### src/rtl/fft_pkg.sv
// Shared types and constants for the 8-point FFT frame controller.
package fft_pkg;

    localparam int unsigned DATA_W = 16;
    localparam int unsigned N      = 8;

    typedef enum logic [1:0] {
        LOAD  = 2'd0,
        START = 2'd1,
        WAIT  = 2'd2
    } fft_ctrl_state_t;

    // LSB position of lane idx in a flat idx-packed bus of w-bit lanes
    function automatic int unsigned lane_lsb(input int unsigned idx, input int unsigned w);
        return idx * w;
    endfunction

endpackage

### src/rtl/fft_8_frame_ctrl.sv
// Frame sequencer for the 8-point FFT core: collects a frame, fires the core,
// captures its results into a separate output buffer and streams them out.
module fft_8_frame_ctrl #(
    parameter int unsigned DATA_W  = fft_pkg::DATA_W,
    parameter int unsigned N       = fft_pkg::N,
    parameter int unsigned TIMEOUT = 1024
) (
    input  logic                clk,
    input  logic                rst,
    input  logic                in_valid,
    output logic                in_ready,
    input  logic [DATA_W-1:0]   in_real,
    input  logic [DATA_W-1:0]   in_imag,
    output logic                out_valid,
    input  logic                out_ready,
    output logic [DATA_W-1:0]   out_real,
    output logic [DATA_W-1:0]   out_imag,
    output logic                out_last,
    output logic                fft_start,
    output logic [N*DATA_W-1:0] fft_in_real,
    output logic [N*DATA_W-1:0] fft_in_imag,
    input  logic [N*DATA_W-1:0] fft_out_real,
    input  logic [N*DATA_W-1:0] fft_out_imag,
    input  logic                fft_done,
    output logic                busy,
    output logic                err_timeout,
    output logic [15:0]         frame_count
);
    import fft_pkg::fft_ctrl_state_t;
    import fft_pkg::LOAD;
    import fft_pkg::START;
    import fft_pkg::WAIT;
    import fft_pkg::lane_lsb;

    localparam int unsigned IDX_W  = $clog2(N);
    localparam int unsigned TCNT_W = $clog2(TIMEOUT);
    localparam logic [IDX_W-1:0]  IDX_LAST = IDX_W'(N - 1);
    localparam logic [TCNT_W-1:0] TCNT_LIM = TCNT_W'(TIMEOUT - 2);

    fft_ctrl_state_t   r_state;
    fft_ctrl_state_t   w_state_nxt;
    logic [IDX_W-1:0]  r_in_idx;
    logic [IDX_W-1:0]  r_out_idx;
    logic [TCNT_W-1:0] r_tcnt;
    logic [15:0]       r_frame_count;
    logic              r_obuf_full;
    logic              r_err_timeout;
    logic [DATA_W-1:0] r_ibuf_re [N];
    logic [DATA_W-1:0] r_ibuf_im [N];
    logic [DATA_W-1:0] r_obuf_re [N];
    logic [DATA_W-1:0] r_obuf_im [N];

    logic w_in_hs;
    logic w_out_hs;
    logic w_out_last_hs;
    logic w_capture;
    logic w_timeout;

    assign w_out_hs      = r_obuf_full && out_ready;
    assign w_out_last_hs = w_out_hs && (r_out_idx == IDX_LAST);

    // State register
    always_ff @(posedge clk) begin
        if (rst) r_state <= LOAD;
        else     r_state <= w_state_nxt;
    end

    // Next state; capture may coincide with the final output beat of the previous frame
    always_comb begin
        w_state_nxt = r_state;
        w_in_hs     = 1'b0;
        w_capture   = 1'b0;
        w_timeout   = 1'b0;
        case (r_state)
            LOAD: begin
                w_in_hs = in_valid;
                if (in_valid && (r_in_idx == IDX_LAST)) w_state_nxt = START;
            end
            START: w_state_nxt = WAIT;
            WAIT: begin
                if (fft_done) begin
                    if (!r_obuf_full || w_out_last_hs) begin
                        w_capture   = 1'b1;
                        w_state_nxt = LOAD;
                    end
                end else if (r_tcnt == TCNT_LIM) begin
                    w_timeout   = 1'b1;
                    w_state_nxt = LOAD;
                end
            end
            default: w_state_nxt = LOAD;
        endcase
    end

    // Buffers, counters and flags
    always_ff @(posedge clk) begin
        if (rst) begin
            r_in_idx      <= '0;
            r_out_idx     <= '0;
            r_tcnt        <= '0;
            r_frame_count <= '0;
            r_obuf_full   <= 1'b0;
            r_err_timeout <= 1'b0;
            for (int unsigned k = 0; k < N; k++) begin
                r_ibuf_re[k] <= '0;
                r_ibuf_im[k] <= '0;
                r_obuf_re[k] <= '0;
                r_obuf_im[k] <= '0;
            end
        end else begin
            if (w_in_hs) begin
                r_ibuf_re[r_in_idx] <= in_real;
                r_ibuf_im[r_in_idx] <= in_imag;
                r_in_idx <= (r_in_idx == IDX_LAST) ? '0 : r_in_idx + IDX_W'(1);
            end
            if (r_state == START) r_tcnt <= '0;
            else if (r_state == WAIT && !fft_done) r_tcnt <= r_tcnt + TCNT_W'(1);
            if (w_timeout) r_err_timeout <= 1'b1;
            if (w_out_hs) begin
                if (w_out_last_hs) begin
                    r_out_idx     <= '0;
                    r_frame_count <= r_frame_count + 16'd1;
                end else begin
                    r_out_idx <= r_out_idx + IDX_W'(1);
                end
            end
            if (w_capture) begin
                r_obuf_full <= 1'b1;
                for (int unsigned k = 0; k < N; k++) begin
                    r_obuf_re[k] <= fft_out_real[lane_lsb(k, DATA_W) +: DATA_W];
                    r_obuf_im[k] <= fft_out_imag[lane_lsb(k, DATA_W) +: DATA_W];
                end
            end else if (w_out_last_hs) begin
                r_obuf_full <= 1'b0;
            end
        end
    end

    // Core-facing input buses
    always_comb begin
        fft_in_real = '0;
        fft_in_imag = '0;
        for (int unsigned k = 0; k < N; k++) begin
            fft_in_real[lane_lsb(k, DATA_W) +: DATA_W] = r_ibuf_re[k];
            fft_in_imag[lane_lsb(k, DATA_W) +: DATA_W] = r_ibuf_im[k];
        end
    end

    // Handshake outputs are forced low while reset is held
    assign in_ready    = !rst && (r_state == LOAD);
    assign out_valid   = !rst && r_obuf_full;
    assign out_last    = !rst && r_obuf_full && (r_out_idx == IDX_LAST);
    assign fft_start   = !rst && (r_state == START);
    assign busy        = !rst && ((r_state != LOAD) || r_obuf_full);
    assign out_real    = r_obuf_re[r_out_idx];
    assign out_imag    = r_obuf_im[r_out_idx];
    assign err_timeout = r_err_timeout;
    assign frame_count = r_frame_count;

endmodule
### config.mk
export PLATFORM = sky130hd
export DESIGN_NAME = fft_8_frame_ctrl
export DESIGN_NICKNAME = d
export VERILOG_FILES = /design/src/rtl/fft_pkg.sv /design/src/rtl/fft_8_frame_ctrl.sv
export SDC_FILE = /design/constraint.sdc
export NUM_CORES = 1
export LEC_CHECK = 0
export ABC_AREA = 1
export CORE_ASPECT_RATIO = 0.6
export CORE_MARGIN = 2
export CORE_UTILIZATION = 40
export CTS_BUF_LIST = sky130_fd_sc_hd__clkbuf_16
export CTS_CLUSTER_SIZE = 14
export DETAILED_ROUTE_END_ITERATION = 8
export HOLD_SLACK_MARGIN = 0.08
export MAX_ROUTING_LAYER = met4
export PLACE_DENSITY_LB_ADDON = 0.25
export SKIP_CTS_REPAIR_TIMING = 1
export SYNTH_ARGS = -nofsm -noshare
export SYNTH_HDL_FRONTEND = slang
export SYNTH_SLANG_ARGS = --single-unit
### constraint.sdc
create_clock -name clk -period 28 [get_ports clk]
set_clock_uncertainty 0.05 [all_clocks]
set_input_delay 4.2 -clock clk [delete_from_list [all_inputs] [get_ports clk]]
set_output_delay 4.2 -clock clk [all_outputs]
set_load 0.05 [all_outputs]
# After elaboration in Yosys (flattened, before gate mapping)
# Memories as Yosys holds them, arrays and structs flattened. A register that Yosys moved wholly into a read port is not among the register bits.
# Index checks and enable logic that the tools add are counted.
# classes
n_addsub,4
eq_ne,8
n_mux,50
bitwise_logic,16
n_reduce_logical,22
# op_table
cell,n
2-to-1 mux 16 bit,18
OR reduction 16 bit,2
2-to-1 mux 3 bit,8
2-to-1 mux 1 bit,19
"adder 16 x 1 -> 16 bit, second input constant",1
bitwise OR 1 bit,16
"adder 10 x 1 -> 10 bit, second input constant",1
"== test 10 bit, second input constant",1
logical AND 1 bit,9
2-to-1 mux 2 bit,4
"adder 3 x 1 -> 3 bit, second input constant",2
"== test 3 bit, second input constant",2
"inequality test 3 bit, second input constant",2
case mux 2 bit (3 select lines),1
nonzero test 2 bit,2
zero test 1 bit,3
AND reduction 3 bit,1
"== test 2 x 1 -> 1 bit, second input constant",1
"== test 2 bit, second input constant",1
zero test 2 bit,1
logical OR 1 bit,2
"inequality test 2 bit, second input constant",1
AND reduction 2 bit,1
OR reduction 2 bit,1
# totals
ff_bits,36
mem_bits_rw,512
inputBits,293
out_inout_bits,310
wordCells,111
mem_count,4
# memory_table
name,depth,word_bits,rd,rd_ports_with_merged_regs,wr,line_no,rtl
r_ibuf_im,8,16,8,0,8,fft_8_frame_ctrl.sv:49,logic [DATA_W-1:0] r_ibuf_im [N];
r_ibuf_re,8,16,8,0,8,fft_8_frame_ctrl.sv:48,logic [DATA_W-1:0] r_ibuf_re [N];
r_obuf_im,8,16,1,1,8,fft_8_frame_ctrl.sv:51,logic [DATA_W-1:0] r_obuf_im [N];
r_obuf_re,8,16,1,1,8,fft_8_frame_ctrl.sv:50,logic [DATA_W-1:0] r_obuf_re [N];

# Longest topological paths before layout
# Gate-level depths: netlist of run 1.
# logic_depth
word_depth,10
depth_mapped,10
mapped_depth_nobuf,10

# Least setup slack after synthesis of run 1
# Ideal clock, no wire load.
# synth_path
path_kind,in2reg
start,input out_ready
end,memory r_obuf_im[0][0] (enable)
setup_ns,1.227
arrival_ns,22.349
t_required_ns,26.723
slack_ns,4.375
path_stages,4
path_buffers,0
path_cell_list,nand2_2 -> nor2_4 -> nor2_1 -> o21ai_0
# synth_lines
item,line_no,rtl
start: declaration,fft_8_frame_ctrl.sv:15,"input logic out_ready,"
end: declaration,fft_8_frame_ctrl.sv:51,

# Final worst setup path of run 1
# layout_path
start,input rst
end,output out_last
# layout_between
elab_chain_len,3
# layout_lines
item,line_no,rtl
start: declaration,fft_8_frame_ctrl.sv:9,"input logic rst,"
zero test 1 bit,fft_8_frame_ctrl.sv:152,assign out_last = !rst && r_obuf_full && (r_out_idx == IDX_LAST);
logical AND 1 bit (2 in a row),fft_8_frame_ctrl.sv:152,
end: declaration,fft_8_frame_ctrl.sv:18,"output logic out_last,"
# Every way passes these cells.

==> results.json, run 1 <==
{
  "cp_slowest_cell": "clkdlybuf4s50_1",
  "ant_nets": 0,
  "grt_pass1_wl_mm": 98.4,
  "gp_congestion": 0.858,
  "cts_tree": "built",
  "worst_slack_ns": 17.91,
  "period_needed_ns": 10.09,
  "slew_headroom": 0.241,
  "final-setup-viol-count": 0,
  "dr_total_vias": 16800,
  "max_freq_mhz": 99.1,
  "core_um2": 57400,
  "area_growth_pct": 34.2,
  "antenna_found_initial": 3,
  "cts_buffer_depth": 3,
  "dp_hpwl_mm": 46.1,
  "placed_cells": 3377,
  "drc": 0,
  "initial_core_util": 0.404,
  "die_area_um2": 60100,
  "nets": 2960,
  "slowest_delay_ns": 0.75,
  "worst_ir_drop_vdd_mv": 0.0474,
  "endpoint_kind": "output pin",
  "clkTransAtPathRegs_ns": 0.06,
  "track_usage": 0.223,
  "fill_cells": 4943,
  "die_h_um": 191,
  "cap_viol_max_count": 0,
  "rows": 68,
  "drt_iter0_drc": 1545,
  "rsz0062_at_grt": "false",
  "synth-seq-cells": 551,
  "syn_area_um2": 23200,
  "yosysMostFrequentCell": "nor2_1",
  "drive_above_1_share": 0.0556,
  "synth_edf_count": 512,
  "wirelength_mm": 67.0,
  "final_cells": 3473,
  "pre_cts_ws_ns": 17.89,
  "syn_nets": 2390,
  "leakage_nw": 12.8,
  "grt_pass1_vias": 16700,
  "cts_num_sinks": 551,
  "r2r_slack_ns": 24.06,
  "hold_path_class": "register to register",
  "worst_slew_pin_slew_ns": 1.14,
  "synth_top_area_share": 0.662,
  "syn_inst": 2090,
  "yosys_warnings": 0,
  "yosys-top-cells-area": "edfxtp_1 (66%), nor2_1 (10%), inv_1 (5.4%)",
  "port_buffers": 602,
  "grt_overflow": 0,
  "ys_seq_area_frac": 0.696,
  "run_status": "finished, final reports clean",
  "crit_type": "input port to output pin",
  "cts-buffers-inserted": 51,
  "yosysTopAreaCell": "edfxtp_1",
  "htreeDepth": 2,
  "period_share": 0.360,
  "synth_commonest_cells": "nor2_1 (643), edfxtp_1 (512), inv_1 (337)",
  "powerDensity_nw_per_um2": 64.9,
  "syn-mean-instance-area_um2": 11.1,
  "worst-path-max-fanout": 79,
  "ys_types": 33,
  "fin_tns_setup_ns": 0,
  "cp-start-kind": "input port",
  "routedWlPerCell_um": 19.3,
  "die_x_um": 315,
  "async_reset_ff_frac": 0,
  "io_pins": 603,
  "cts-root-buf": "clkbuf_16",
  "total_power_mw": 2.02,
  "grt_max_degree": 191,
  "synthFlopType": "edfxtp_1",
  "drt-vias-per-instance": 4.83,
  "first_pass_iters": 6,
  "worstPathRequired_ns": 23.75,
  "drv_slew": 0,
  "cp_cell_sequence": "buf_4, nor3_1, clkdlybuf4s50_1",
  "clock_latency_ns": 0.57,
  "critPathArrivalTime_ns": 5.84,
  "finalHoldViolCount": 0
}
==> cell type report <==
type,instances,area [um2],area share
antenna,3,7.51,0.000241
clock buffer,51,1280,0.0410
clock inverter,42,249,0.00799
inverter,341,1280,0.0411
multi-input combinational,1096,5050,0.162
sequential,551,16200,0.519
tap,770,963,0.0309
timing repair buffer,619,6160,0.198
==> flip-flops by register name, summed over array words and instances, names as in the netlist, 2 cells and up, named ones only <==
register     cells
frame_count     16
r_ibuf_im      128
r_ibuf_re      128
r_in_idx         3
r_obuf_im      128
r_obuf_re      128
r_out_idx        3
r_state          2
r_tcnt          10
==> per-stage QoR <==
stage / area (um2) / util / hold slack [ns]
2_1_floorplan: 23200 / - / 0.387
3_3_place_gp: 29600 / 0.516 / 0.406
3_5_place_dp: 29600 / 0.516 / 0.407
4_1_cts: 31200 / 0.542 / 0.421
5_1_grt: 31200 / 0.543 / 0.439
6_report: 31200 / 0.543 / 0.415
==> worst max-delay path, delay by kind of cell <==
kind                   cells  cell delay [ns]
buffers and inverters      2             1.45
AND/OR/NAND/NOR            1             0.14
==> cells by family after synthesis <==
family	count (synthesis)	share of synthesized area
AO/OA/AOI/OAI	174	0.0448
adder cells (fa/ha/maj)	7	0.00377
buffers and inverters	443	0.0876
flip-flops	551	0.696
multiplexers	32	0.0138
AND/OR/NAND/NOR	883	0.154
==> metal layers <==
metal  track usage  wire length [um]  vias to the layer above  part of all wire
met1         0.292             28700                     8104              0.43
met3        0.0324              4090                      129             0.061
met2         0.359             32300                      602              0.48
met4        0.0690              1840                        0             0.027
li1              -                 -                     7925                 -
met5             -                 0                        -                 0
==> worst paths after layout <==
| path | cells past startpoint | start | to |
|---|---|---|---|
| max | 3 | rst | out_last |
| min | 1 | err_timeout | err_timeout |
| max reg2reg | 10 | r_out_idx[0] | r_obuf_im[4][3] |
| min reg2reg | 1 | err_timeout | err_timeout |
==> report_power, final <==
| group | switching, mW | internal [mW] | leakage [nW] | total, mW |
|---|---|---|---|---|
| clock | 0.308 | 0.349 | 0.788 | 0.657 |
| combinational | 0.249 | 0.120 | 6.44 | 0.369 |
| sequential | 0.0233 | 0.972 | 5.61 | 0.996 |
| total | 0.580 | 1.44 | 12.8 | 2.02 |
==> cells in the final DEF (no fill, tap or decap), drive strengths merged, types with 2 or more instances in the layout <==
cell type,n
edfxtp,512
inv,353
nand4,6
dfxtp,39
clkinv,26
o32ai,32
mux2i,32
o22ai,32
clkdlybuf4s50,601
buf,18
nand2,165
or2,2
a211oi,2
clkinvlp,2
bufinv,2
ha,7
a21oi,24
nor2,684
clkbuf,51
diode,3
o21ai,82
nand3,12
nor3,11
Note: power is estimated with default switching activity, not from simulation.
==> run 2: changes to the inputs <==
clock period = 9.48 ns   (was 28 ns; I/O delays follow)
==> run 2 against run 1 <==
Against the previous run:
- clock power grew to 3.1 times the previous value
- utilization up 0.26 points
- sequential power rose to 2.9 times the previous value
- combinational power grew to 3.0 times the previous value
- critical endpoint is now out_real[10]
- clock-buffer cell count rose by 2
- sequential cell count did not move
- critical path depth grew 3
- non-clock buffer count is 1 higher
==> results.json, run 2 (same netlist as run 1, synthesis figures left out) <==
{
  "htreeDepth": 2,
  "drc": 0,
  "layout_common_cells": "nor2_1 (643), clkdlybuf4s50_1 (601), edfxtp_1 (512)",
  "wirelength_mm": 67.0,
  "grt_pass1_wl_mm": 99.2,
  "period_share": 0.559,
  "cp-start-kind": "register",
  "rr_startpoint": "r_out_idx[0]",
  "cts_buffer_depth": 3,
  "cts_num_sinks": 551,
  "cts_tree": "built",
  "critPathArrivalTime_ns": 3.82,
  "initial_core_util": 0.404,
  "finalInstanceArea_um2": 31300,
  "drive_above_1_share": 0.0548,
  "gp_congestion": 0.861,
  "grt_pass1_vias": 17000,
  "worst-r2r-cell-count": 7,
  "die_x_um": 315,
  "first_pass_iters": 5,
  "powerDensity_nw_per_um2": 194,
  "worst-path-max-fanout": 88,
  "routedWlPerCell_um": 19.3,
  "clock_latency_ns": 0.58,
  "antenna_found_initial": 5,
  "worst_slew_pin_slew_ns": 1.27,
  "final-setup-viol-count": 0,
  "run_status": "finished, final reports clean",
  "area_growth_pct": 34.8,
  "track_usage": 0.224,
  "drt-vias-per-instance": 4.81,
  "grt_overflow": 0,
  "grt_max_degree": 193,
  "min-delay-start": "r_tcnt[4]",
  "placed_area_um2": 29600,
  "crit_type": "register to output pin",
  "rows": 68,
  "ant_nets": 0,
  "hold_depth": 2,
  "cap_viol_max_count": 0,
  "port_buffers": 602,
  "die_h_um": 191,
  "r2r_slack_ns": 6.47,
  "dr_total_vias": 16700,
  "leakage_nw": 12.9,
  "hold_path_class": "register to register",
  "total_power_mw": 6.08,
  "cts-root-buf": "clkbuf_16",
  "io_pins": 603,
  "r2r_end": "r_obuf_re[0][4]",
  "finalHoldViolCount": 0,
  "slew_headroom": 0.152,
  "final_common_cell": "nor2_1",
  "max_freq_mhz": 189,
  "period_needed_ns": 5.30,
  "core_um2": 57400,
  "drt_iter0_drc": 1754,
  "clkTransAtPathRegs_ns": 0.06,
  "drv_slew": 0,
  "whs_endpoint": "r_tcnt[4]",
  "die_area_um2": 60100,
  "fin_tns_setup_ns": 0,
  "endpoint_kind": "output pin",
  "cts-buffers-inserted": 53,
  "rsz0062_at_grt": "false",
  "nets": 2963,
  "worstPathRequired_ns": 8.01,
  "worst_ir_drop_vdd_mv": 0.140,
  "dp_hpwl_mm": 45.9
}
## run 2: cell types whose count changed in the layout (fill, tap and decap cells not counted)
cell / previous run / this run
diode_2: 3 / 4
buf_12: 1 / 2
clkinvlp_2: 1 / 2
clkbuf_16: 51 / 53
inv_6: 4 / 1
clkinv_1: 14 / 8
bufinv_16: 2 / 5
inv_1: 346 / 355
clkinv_8: 0 / 2
clkinv_2: 12 / 5
dfxtp_1: 36 / 37
dfxtp_2: 1 / 0
## run 2: how the worst max path moves through the flow
stage               from               to  slack, ns
2_1_floorplan  out_ready  r_obuf_im[0][0]       0.50
3_3_place_gp         rst         out_last       4.68
3_5_place_dp         rst         out_last       4.67
4_1_cts         register     out_real[10]       4.15
5_1_grt         register     out_real[10]       3.93
6_report        register     out_real[10]       4.18
## run 2: critical path, stage by stage, from the launching register on
cell and delay, ns:
dfxtp_4 0.67, buf_4 0.86, o21ai_0 0.27, o22ai_1 0.24, nand2_1 0.10, nand2_1 0.13
clkdlybuf4s50_1 0.84
## run 2: power breakdown
group	internal [mW]	leakage [nW]	switching, mW
Clock	1.15	0.866	0.905
Sequential	2.87	5.61	0.0624
Combinational	0.355	6.45	0.741
## run 2: metrics by stage
| stage | setup slack [ns] | utilization | std cells | hold slack (ns) |
|---|---|---|---|---|
| 2_1_floorplan | 0.503 | - | 2090 | 0.387 |
| 3_3_place_gp | 4.68 | 0.516 | 3378 | 0.404 |
| 3_5_place_dp | 4.67 | 0.516 | 3378 | 0.418 |
| 4_1_cts | 4.15 | 0.545 | 3472 | 0.433 |
| 5_1_grt | 3.93 | 0.545 | 3476 | 0.437 |
| 6_report | 4.18 | 0.545 | 3476 | 0.427 |
## run 2: final cells by class
cell class,instances,area (um2)
sequential,551,16200
timing repair buffer,620,6180
tap,770,963
antenna,4,10.0
clock inverter,41,327
fill,4950,26100
multi-input combinational,1096,5050
inverter,341,1280
clock buffer,53,1330
## run 2: metal layers
metal / up-vias / share of wire / global-route usage
li1: 7916 / - / -
met1: 8045 / 0.42 / 0.294
met2: 618 / 0.48 / 0.354
met3: 141 / 0.066 / 0.0335
met4: 0 / 0.037 / 0.0832
met5: - / 0 / -
==> run 3: changes to the inputs <==
clock period = 4.45 ns   (was 9.48 ns; I/O delays follow)
==> run 3 against run 2 <==
Against the previous run:
- total power is 110% higher
- highest routed layer unchanged
- sequential share of layout area down 0.12 points
- clock power increased by 100%
- non-clock buffer count grew 20
- setup slack got worse by 3.7 ns
- design area rose by 0.24%
- sequential power rose by 110%
- die area is the same
- combinational power is 120% higher
- critical path depth did not move
- clock-buffer cell count unchanged
==> results.json, run 3 (same netlist as run 1, synthesis figures left out) <==
{
  "drt-vias-per-instance": 4.86,
  "wirelength_mm": 67.8,
  "cts_num_sinks": 551,
  "cap_viol_max_count": 0,
  "cts_tree": "built",
  "endpoint_kind": "output pin",
  "period_share": 0.885,
  "drt_iter0_drc": 1644,
  "pre_cts_ws_ns": 1.13,
  "worstPathRequired_ns": 3.73,
  "drv_slew": 0,
  "track_usage": 0.227,
  "gp_congestion": 0.856,
  "io_pins": 603,
  "grt_pass1_vias": 16800,
  "first_pass_iters": 5,
  "htreeDepth": 2,
  "max_freq_mhz": 254,
  "leakage_nw": 13.0,
  "clock_latency_ns": 0.57,
  "run_status": "finished, final reports clean",
  "area_growth_pct": 35.1,
  "core_um2": 57400,
  "grt_overflow": 0,
  "cts-buffers-inserted": 52,
  "antenna_found_initial": 1,
  "port_buffers": 602,
  "die_area_um2": 60100,
  "powerDensity_nw_per_um2": 406,
  "dr_total_vias": 17000,
  "hold_ws_ns": 0.421,
  "drive_above_1_share": 0.0617,
  "cp-start-kind": "register",
  "worst_slew_pin_slew_ns": 0.937,
  "critPathArrivalTime_ns": 3.22,
  "grt_pass1_wl_mm": 101,
  "cts-root-buf": "clkbuf_16",
  "worst_ir_drop_vdd_mv": 0.240,
  "final-setup-viol-count": 0,
  "die_x_um": 315,
  "slew_headroom": 0.373,
  "worst_slack_ns": 0.511,
  "die_h_um": 191,
  "period_needed_ns": 3.94,
  "routedWlPerCell_um": 19.4,
  "total_power_mw": 12.7,
  "finalHoldViolCount": 0,
  "ant_nets": 0,
  "cts_buffer_depth": 3,
  "dp_hpwl_mm": 47.9,
  "initial_core_util": 0.404,
  "hold_path_class": "register to register",
  "grt_max_degree": 100,
  "layout_common_cells": "nor2_1 (641), clkdlybuf4s50_1 (599), edfxtp_1 (512)",
  "nets": 2982,
  "drc": 0,
  "rsz0062_at_grt": "false",
  "crit_type": "register to output pin",
  "worst-path-max-fanout": 82,
  "clkTransAtPathRegs_ns": 0.06,
  "final_common_cell": "nor2_1",
  "rows": 68,
  "fin_util": 0.546
}
==> run 3: cell types whose count changed in the layout (fill, tap and decap cells not counted), sizes merged <==
cell	delta
buf	+22
clkinv	+5
clkinvlp	-2
clkdlybuf4s50	-2
bufinv	-4
diode	-3
==> run 3: final cells by class <==
cell class / count / area (um2)
Multi-Input combinational cell: 1096 / 5080
Fill cell: 4951 / 26000
Sequential cell: 551 / 16200
Inverter: 341 / 1280
Clock inverter: 40 / 203
Antenna cell: 1 / 2.50
Timing Repair Buffer: 640 / 6370
Tap cell: 770 / 963
Clock buffer: 53 / 1330
==> run 3: where the power goes <==
part           switching (mW)  total, mW  internal, mW
registers               0.146       6.26          6.11
clock network            1.92       4.12          2.20
logic                    1.59       2.37         0.778
total                    3.65       12.7          9.10
==> run 3: worst max-delay path, stage by stage (launching register included) <==
cell	delay, ns
dfxtp_4	0.85
buf_4	0.39
o21ai_0	0.16
o32ai_1	0.16
nand2_1	0.08
nand2_1	0.09
clkdlybuf4s50_1	0.81
==> run 3: worst paths after layout <==
kind / from / end / slack [ns] / cells past startpoint
max reg2reg: r_out_idx[0] / r_obuf_re[2][4] / 1.74 / 9
max: register / out_real[3] / 0.51 / 6
min reg2reg: r_tcnt[4] / r_tcnt[4] / 0.42 / 2
min: r_tcnt[4] / r_tcnt[4] / 0.42 / 2
==> run 3: per-stage QoR <==
step / setup TNS (ns) / cells / area, um2
after floorplan: -297.71 / 2090 / 23300
after global placement: 0 / 3398 / 29900
after detailed placement: 0 / 3398 / 29900
after CTS: 0 / 3491 / 31400
after global routing: 0 / 3492 / 31400
final: 0 / 3492 / 31400
==> run 3: metal layers <==
| metal | up-vias | track usage | share of wire |
|---|---|---|---|
| met5 | - | - | 0 |
| met4 | 0 | 0.0584 | 0.023 |
| met3 | 104 | 0.0277 | 0.061 |
| met2 | 636 | 0.356 | 0.48 |
| met1 | 8254 | 0.314 | 0.43 |
| li1 | 7960 | - | - |
